===== src/rtl/acorn128_ctrl.sv =====
// ACORN-128 encryption sequencer.
// Walks the cipher through initialisation, associated data, padding,
// encryption and finalisation. For every cycle it tells the 293-bit
// state datapath whether to step, which control bits (ca/cb) to use
// and where the step's message bit comes from.
module acorn128_ctrl #(
    parameter int LEN_W = 16
) (
    input  logic             clk,
    input  logic             rst,
    input  logic             start,
    input  logic             abort,
    input  logic [LEN_W-1:0] ad_len,
    input  logic [LEN_W-1:0] msg_len,
    input  logic             din_valid,
    output logic             din_ready,
    output logic             step_en,
    output logic             ca,
    output logic             cb,
    output logic [2:0]       m_sel,
    output logic [6:0]       bit_idx,
    output logic             ks_valid,
    output logic             tag_valid,
    output logic             busy,
    output logic             done
);

    typedef enum logic [2:0] {
        S_IDLE,
        S_INIT,
        S_AD,
        S_AD_PAD,
        S_ENC,
        S_ENC_PAD,
        S_FIN,
        S_DONE
    } state_t;

    localparam logic [2:0] M_ZERO     = 3'd0;
    localparam logic [2:0] M_KEY      = 3'd1;
    localparam logic [2:0] M_IV       = 3'd2;
    localparam logic [2:0] M_KEY_XOR1 = 3'd3;
    localparam logic [2:0] M_DIN      = 3'd4;
    localparam logic [2:0] M_PAD1     = 3'd5;

    // Last step index of each fixed-length phase.
    localparam logic [10:0] INIT_LAST = 11'd1791;
    localparam logic [10:0] PAD_LAST  = 11'd255;
    localparam logic [10:0] FIN_LAST  = 11'd767;
    // The tag is the keystream of the final 128 finalisation steps.
    localparam logic [10:0] TAG_FIRST = 11'd640;

    state_t           state_q;
    logic [10:0]      step_q;
    logic [LEN_W-1:0] len_q;
    logic [LEN_W-1:0] ad_len_q;
    logic [LEN_W-1:0] msg_len_q;
    logic             ks_valid_q;
    logic             tag_valid_q;

    logic             ad_last;
    logic             msg_last;

    // An accepted input bit that completes the AD / plaintext block.
    assign ad_last  = (len_q == ad_len_q - LEN_W'(1));
    assign msg_last = (len_q == msg_len_q - LEN_W'(1));

    // Per-step datapath controls decoded from the current phase and step.
    always_comb begin
        step_en   = 1'b0;
        din_ready = 1'b0;
        ca        = 1'b0;
        cb        = 1'b0;
        m_sel     = M_ZERO;
        bit_idx   = 7'd0;
        busy      = 1'b0;
        done      = 1'b0;
        case (state_q)
            S_INIT: begin
                busy    = 1'b1;
                step_en = 1'b1;
                ca      = 1'b1;
                cb      = 1'b1;
                bit_idx = step_q[6:0];
                if (step_q < 11'd128)       m_sel = M_KEY;
                else if (step_q < 11'd256)  m_sel = M_IV;
                else if (step_q == 11'd256) m_sel = M_KEY_XOR1;
                else                        m_sel = M_KEY;
            end
            S_AD: begin
                busy      = 1'b1;
                din_ready = 1'b1;
                step_en   = din_valid;
                m_sel     = M_DIN;
                ca        = 1'b1;
                cb        = 1'b1;
            end
            S_AD_PAD, S_ENC_PAD: begin
                busy    = 1'b1;
                step_en = 1'b1;
                m_sel   = (step_q == 11'd0) ? M_PAD1 : M_ZERO;
                ca      = (step_q < 11'd128);
                cb      = (state_q == S_AD_PAD);
            end
            S_ENC: begin
                busy      = 1'b1;
                din_ready = 1'b1;
                step_en   = din_valid;
                m_sel     = M_DIN;
                ca        = 1'b1;
                cb        = 1'b0;
            end
            S_FIN: begin
                busy    = 1'b1;
                step_en = 1'b1;
                ca      = 1'b1;
                cb      = 1'b1;
                m_sel   = M_ZERO;
            end
            S_DONE: begin
                done = 1'b1;
            end
            default: begin
            end
        endcase
    end

    // Phase sequencing, step/length counters and the one-cycle-late
    // keystream/tag qualifiers that line up with the registered keystream bit.
    always_ff @(posedge clk or posedge rst) begin
        if (rst) begin
            state_q     <= S_IDLE;
            step_q      <= '0;
            len_q       <= '0;
            ad_len_q    <= '0;
            msg_len_q   <= '0;
            ks_valid_q  <= 1'b0;
            tag_valid_q <= 1'b0;
        end else begin
            ks_valid_q  <= 1'b0;
            tag_valid_q <= 1'b0;
            if (abort) begin
                state_q <= S_IDLE;
                step_q  <= '0;
                len_q   <= '0;
            end else begin
                case (state_q)
                    S_IDLE: begin
                        if (start) begin
                            ad_len_q  <= ad_len;
                            msg_len_q <= msg_len;
                            step_q    <= '0;
                            len_q     <= '0;
                            state_q   <= S_INIT;
                        end
                    end
                    S_INIT: begin
                        if (step_q == INIT_LAST) begin
                            step_q  <= '0;
                            state_q <= (ad_len_q == '0) ? S_AD_PAD : S_AD;
                        end else begin
                            step_q <= step_q + 11'd1;
                        end
                    end
                    S_AD: begin
                        if (din_valid) begin
                            if (ad_last) begin
                                len_q   <= '0;
                                state_q <= S_AD_PAD;
                            end else begin
                                len_q <= len_q + LEN_W'(1);
                            end
                        end
                    end
                    S_AD_PAD: begin
                        if (step_q == PAD_LAST) begin
                            step_q  <= '0;
                            state_q <= (msg_len_q == '0) ? S_ENC_PAD : S_ENC;
                        end else begin
                            step_q <= step_q + 11'd1;
                        end
                    end
                    S_ENC: begin
                        ks_valid_q <= din_valid;
                        if (din_valid) begin
                            if (msg_last) begin
                                len_q   <= '0;
                                state_q <= S_ENC_PAD;
                            end else begin
                                len_q <= len_q + LEN_W'(1);
                            end
                        end
                    end
                    S_ENC_PAD: begin
                        if (step_q == PAD_LAST) begin
                            step_q  <= '0;
                            state_q <= S_FIN;
                        end else begin
                            step_q <= step_q + 11'd1;
                        end
                    end
                    S_FIN: begin
                        tag_valid_q <= (step_q >= TAG_FIRST);
                        if (step_q == FIN_LAST) begin
                            step_q  <= '0;
                            state_q <= S_DONE;
                        end else begin
                            step_q <= step_q + 11'd1;
                        end
                    end
                    S_DONE: begin
                        state_q <= S_IDLE;
                    end
                    default: begin
                        state_q <= S_IDLE;
                    end
                endcase
            end
        end
    end

    assign ks_valid  = ks_valid_q;
    assign tag_valid = tag_valid_q;

endmodule


===== config.mk =====
export PLATFORM = sky130hd
export DESIGN_NAME = acorn128_ctrl
export DESIGN_NICKNAME = d
export VERILOG_FILES = /design/src/rtl/acorn128_ctrl.sv
export SDC_FILE = /design/constraint.sdc
export NUM_CORES = 1
export LEC_CHECK = 0
export BUFFER_PORTS_ARGS = -buffer_cell sky130_fd_sc_hd__buf_4
export CAP_MARGIN = 20
export CORE_MARGIN = 2
export CORE_UTILIZATION = 35
export CTS_CLUSTER_SIZE = 14
export DETAILED_ROUTE_END_ITERATION = 12
export GPL_ROUTABILITY_DRIVEN = 1
export PLACE_DENSITY = 0.57
export SYNTH_ARGS = -nofsm -noshare
export SYNTH_HDL_FRONTEND = slang
export SYNTH_SLANG_ARGS = --single-unit

===== constraint.sdc =====
create_clock -name clk -period 5.8 [get_ports clk]
set_clock_uncertainty 0.2 [all_clocks]
set_input_delay 0.58 -clock clk [delete_from_list [all_inputs] [get_ports clk]]
set_output_delay 0.58 -clock clk [all_outputs]
set_load 0.02 [all_outputs]

==> impl_results.md <==
* Status: complete, no violations
* DR vias at 4162
* Worst skew pair latency at 0.35 ns
* Root Buffer Master: clkbuf_16
* I/O Pins at 55
* Final GP Congestion at 0.860
* Commonest non-fill, non-tap cell in the layout: dfrtp_1
* Average cell area after synthesis at 8.97 µm²
* Final slew viol count at 0
* Number of synthesized flops with an enable pin at 0
* Number of CTS-inserted buffers at 9
* Number of max-cap violations at 0
* Fin. Hold Viols at 0
* Final ANT Viol Nets at 0
* Final core utilization at 41.6%
* Hold path depth at 3
* Std cell rows at 42
* CP delay by family, top: simple AND/OR/NAND/NOR gates
* Synth area leaders: dfrtp_1, mux2_2, xnor2_1, o21ai_0, nand2_1
* Ys async rst share at 100%
* Yosys cell types at 68
* CP Cell Sequence: inv_1 -> ha_1 -> or3b_4 -> or4_1 -> a211o_1 -> a32o_1 -> nor4b_2 -> nand2b_1 -> a21oi_2 -> a221o_1
* Worst-Margin Slew at 0.956 ns
* Post-CTS sizing at 0
* RSZ-0062 raised after global routing: no
* Busiest layer in global routing: met2
* Placed Instances at 727
* CP arrival at 4.01 ns
* CTS Buffer Depth at 2
* Worst Hold Class: in -> reg
* Initial DRC Count at 225
* CP required at 5.83 ns
* Clk pwr share at 23.8%
* First-pass GRT wire length at 20.6 mm
* Maximum clock frequency at 251 MHz
* # diodes at 0
* Pwr Density at 424 mW/mm²
* Leading area contributor after synthesis: dfrtp_1
* Hold Path Origin: ad_len[0]
* Hold endpoint: ad_len_q[0]$_DFFE_PP0P_
* Commonest cells after routing, fill and taps aside: dfrtp_1, buf_4, nand2_1, o21ai_0, nor2_1
* FF-to-FF path depth at 10
* Met3 Use GR at 3.01%
* Post-synth net total at 584
* WL/cell at 16.9 µm
* Hold buffers post-CTS at 0
* LEAKAGE at 2.27 nW
* GRT met2 Usage at 30.1%
* Total GRT Usage at 17.7%
* Initial Utilization at 36.1%
* DR pass1 iterations at 4
* Placed cell areas at 0.00525 mm²
* CP Launch Type: register
* Critical Path Max Stage Delay at 0.71 ns
* Storage cell area at 0.00160 mm²
* R2R Path End: len_q[15]$_DFFE_PP0P_
* Die Y at 121 µm
* Antenna violations before repair at 0
* Switching power at 0.967 mW
* Maximum VDD drop at 0.196 mV
* Met1 usage at 22.0%
* Crit Path Max Fanout at 16
* Top_reg_cell synth: dfrtp_1
* Die Wd at 121 µm
* Design area at 0.00555 mm²
* Clock sink count at 64
* Count of state elements after synthesis at 64
* Slew headroom at 36.3%
* Number of global-route vias before repair at 4195
* GR Overflow Total at 0
* Share of layout cells above drive strength 1 at 22.9%
* Buf/Inv on CP at 1
* Die Footprint at 0.0147 mm²
* Period Utilization, post-route at 68.6%
* Layout area overhead at 15.4%
* Vias/cell at 5.60
* Sequential fraction of the synthesis area at 33.3%
* Port Buffers at 54
* Synthesized instance count at 537
* Synthesized area at 0.00481 mm²
* Largest net degree at the start of global routing at 65
* Nets at 609
* Int Pwr at 1.39 mW
* Dpl ws at 1.84 ns
* Clk slew on worst S/H paths at 0.05 ns
* Htree depth at 3
* Final std cells w/o fill at 743
* DR DRC count at 0
* Critical path type: reg -> reg
* Post-CTS Setup Bufs at 0
* Core box area at 0.0133 mm²
* Tmin final at 3.98 ns
* Final setup TNS at 0 ns
* Final WL at 12.5 mm
* Layout fillers at 1359
* Area occupied by multi-input gates at 0.00294 mm²
* Proportion of power drawn by flip-flops and latches at 32.8%
* Crit. End Element: register
* CTS tree: yes
* Ys Warns at 0
* Comb power frac at 43.4%
* Synth top area share at 33.3%
* Setup Viol. Count Final at 0
* R2r setup slk at 1.82 ns
* PnR worst setup slack at 1.82 ns
* Switching Share at 41.1%
* Detailed Place HPWL at 8.75 mm
* Reg2Reg Launch Point: msg_len_q[0]$_DFFE_PP0P_
* Crit path max-delay cell type: nand2b_1
==> area by class of cell <==
| cell class | count | share of cell area, % |
|---|---|---|
| clock buffer | 13 | 4.69 |
| clock inverter | 3 | 0.721 |
| inverter | 17 | 1.15 |
| multi-input combinational | 413 | 52.9 |
| sequential | 64 | 28.8 |
| tap | 176 | 3.96 |
| timing repair buffer | 57 | 7.70 |
==> power by group through the flow <==
stage                     combinational, mW  sequential, mW  clock (mW)
after floorplan                       0.859           0.681           0
after global placement                0.994           0.773           0
after detailed placement               1.01           0.778           0
after CTS                              1.02           0.773       0.578
after global routing                   1.12           0.798       0.594
final                                  1.02           0.773       0.559
==> metrics by stage <==
stage               hold WS [ns]  total power [mW]
floorplan                  0.291              1.54
global placement           0.331              1.77
detailed placement         0.337              1.79
CTS                        0.238              2.37
global route               0.264              2.51
finish                     0.244              2.35
==> state kept, by name, indices dropped and copies added (netlist names) <==
name,cells
ad_len_q,16
ks_valid,1
len_q,16
msg_len_q,16
state_q,3
step_q,11
tag_valid,1
==> kinds of logic (layout without fill, tap and decap cells) <==
kind of cell | after synthesis | after routing | share of synthesized area, %
AO/OA/AOI/OAI | 126 | 126 | 18.9
XOR/XNOR | 39 | 39 | 7.09
adder cells (fa/ha/maj) | 10 | 10 | 2.60
buffers and inverters | 60 | 90 | 5.98
flip-flops | 64 | 64 | 33.3
multiplexers | 31 | 31 | 7.15
AND/OR/NAND/NOR | 207 | 207 | 25.0
==> how the worst max path moves through the flow <==
stage                             start                    end  slack, ns  cells after the start
4_1_cts        msg_len_q[0]$_DFFE_PP0P_  len_q[15]$_DFFE_PP0P_       1.83                     10
2_1_floorplan  msg_len_q[0]$_DFFE_PP0P_  len_q[15]$_DFFE_PP0P_       2.63                     12
3_3_place_gp   msg_len_q[0]$_DFFE_PP0P_  len_q[15]$_DFFE_PP0P_       1.99                     10
3_5_place_dp   msg_len_q[0]$_DFFE_PP0P_  len_q[15]$_DFFE_PP0P_       1.84                     10
6_report       msg_len_q[0]$_DFFE_PP0P_  len_q[15]$_DFFE_PP0P_       1.82                     10
5_1_grt        msg_len_q[0]$_DFFE_PP0P_  len_q[15]$_DFFE_PP0P_       1.63                     10
==> tightest hold or removal path, cell delays in order <==
cell and delay (ns):
buf_4 0.08, nand2_1 0.04, o21ai_0 0.06
==> per-layer routing <==
layer | vias up | wire [µm]
met5 | - | 0
met4 | 0 | 245
met3 | 17 | 509
met2 | 88 | 6180
met1 | 2047 | 5600
li1 | 2010 | -
==> cell usage after synthesis, types with 6 or more instances <==
cell and instances:
a21o_1 14, a21oi_1 17, a221oi_2 7, a31oi_1 9, and2_1 11, and3_1 15
clkbuf_1 30, dfrtp_1 64, ha_1 10, inv_1 17, mux2_2 27, nand2_1 34
nand2b_1 16, nand3_1 13, nand4_1 14, nor2_1 28, nor2b_1 7, nor3_1 12
nor4_1 15, nor4b_1 6, o21ai_0 32, or2_2 6, xnor2_1 25, xor2_1 14
Power figures use the tool's default switching activity.
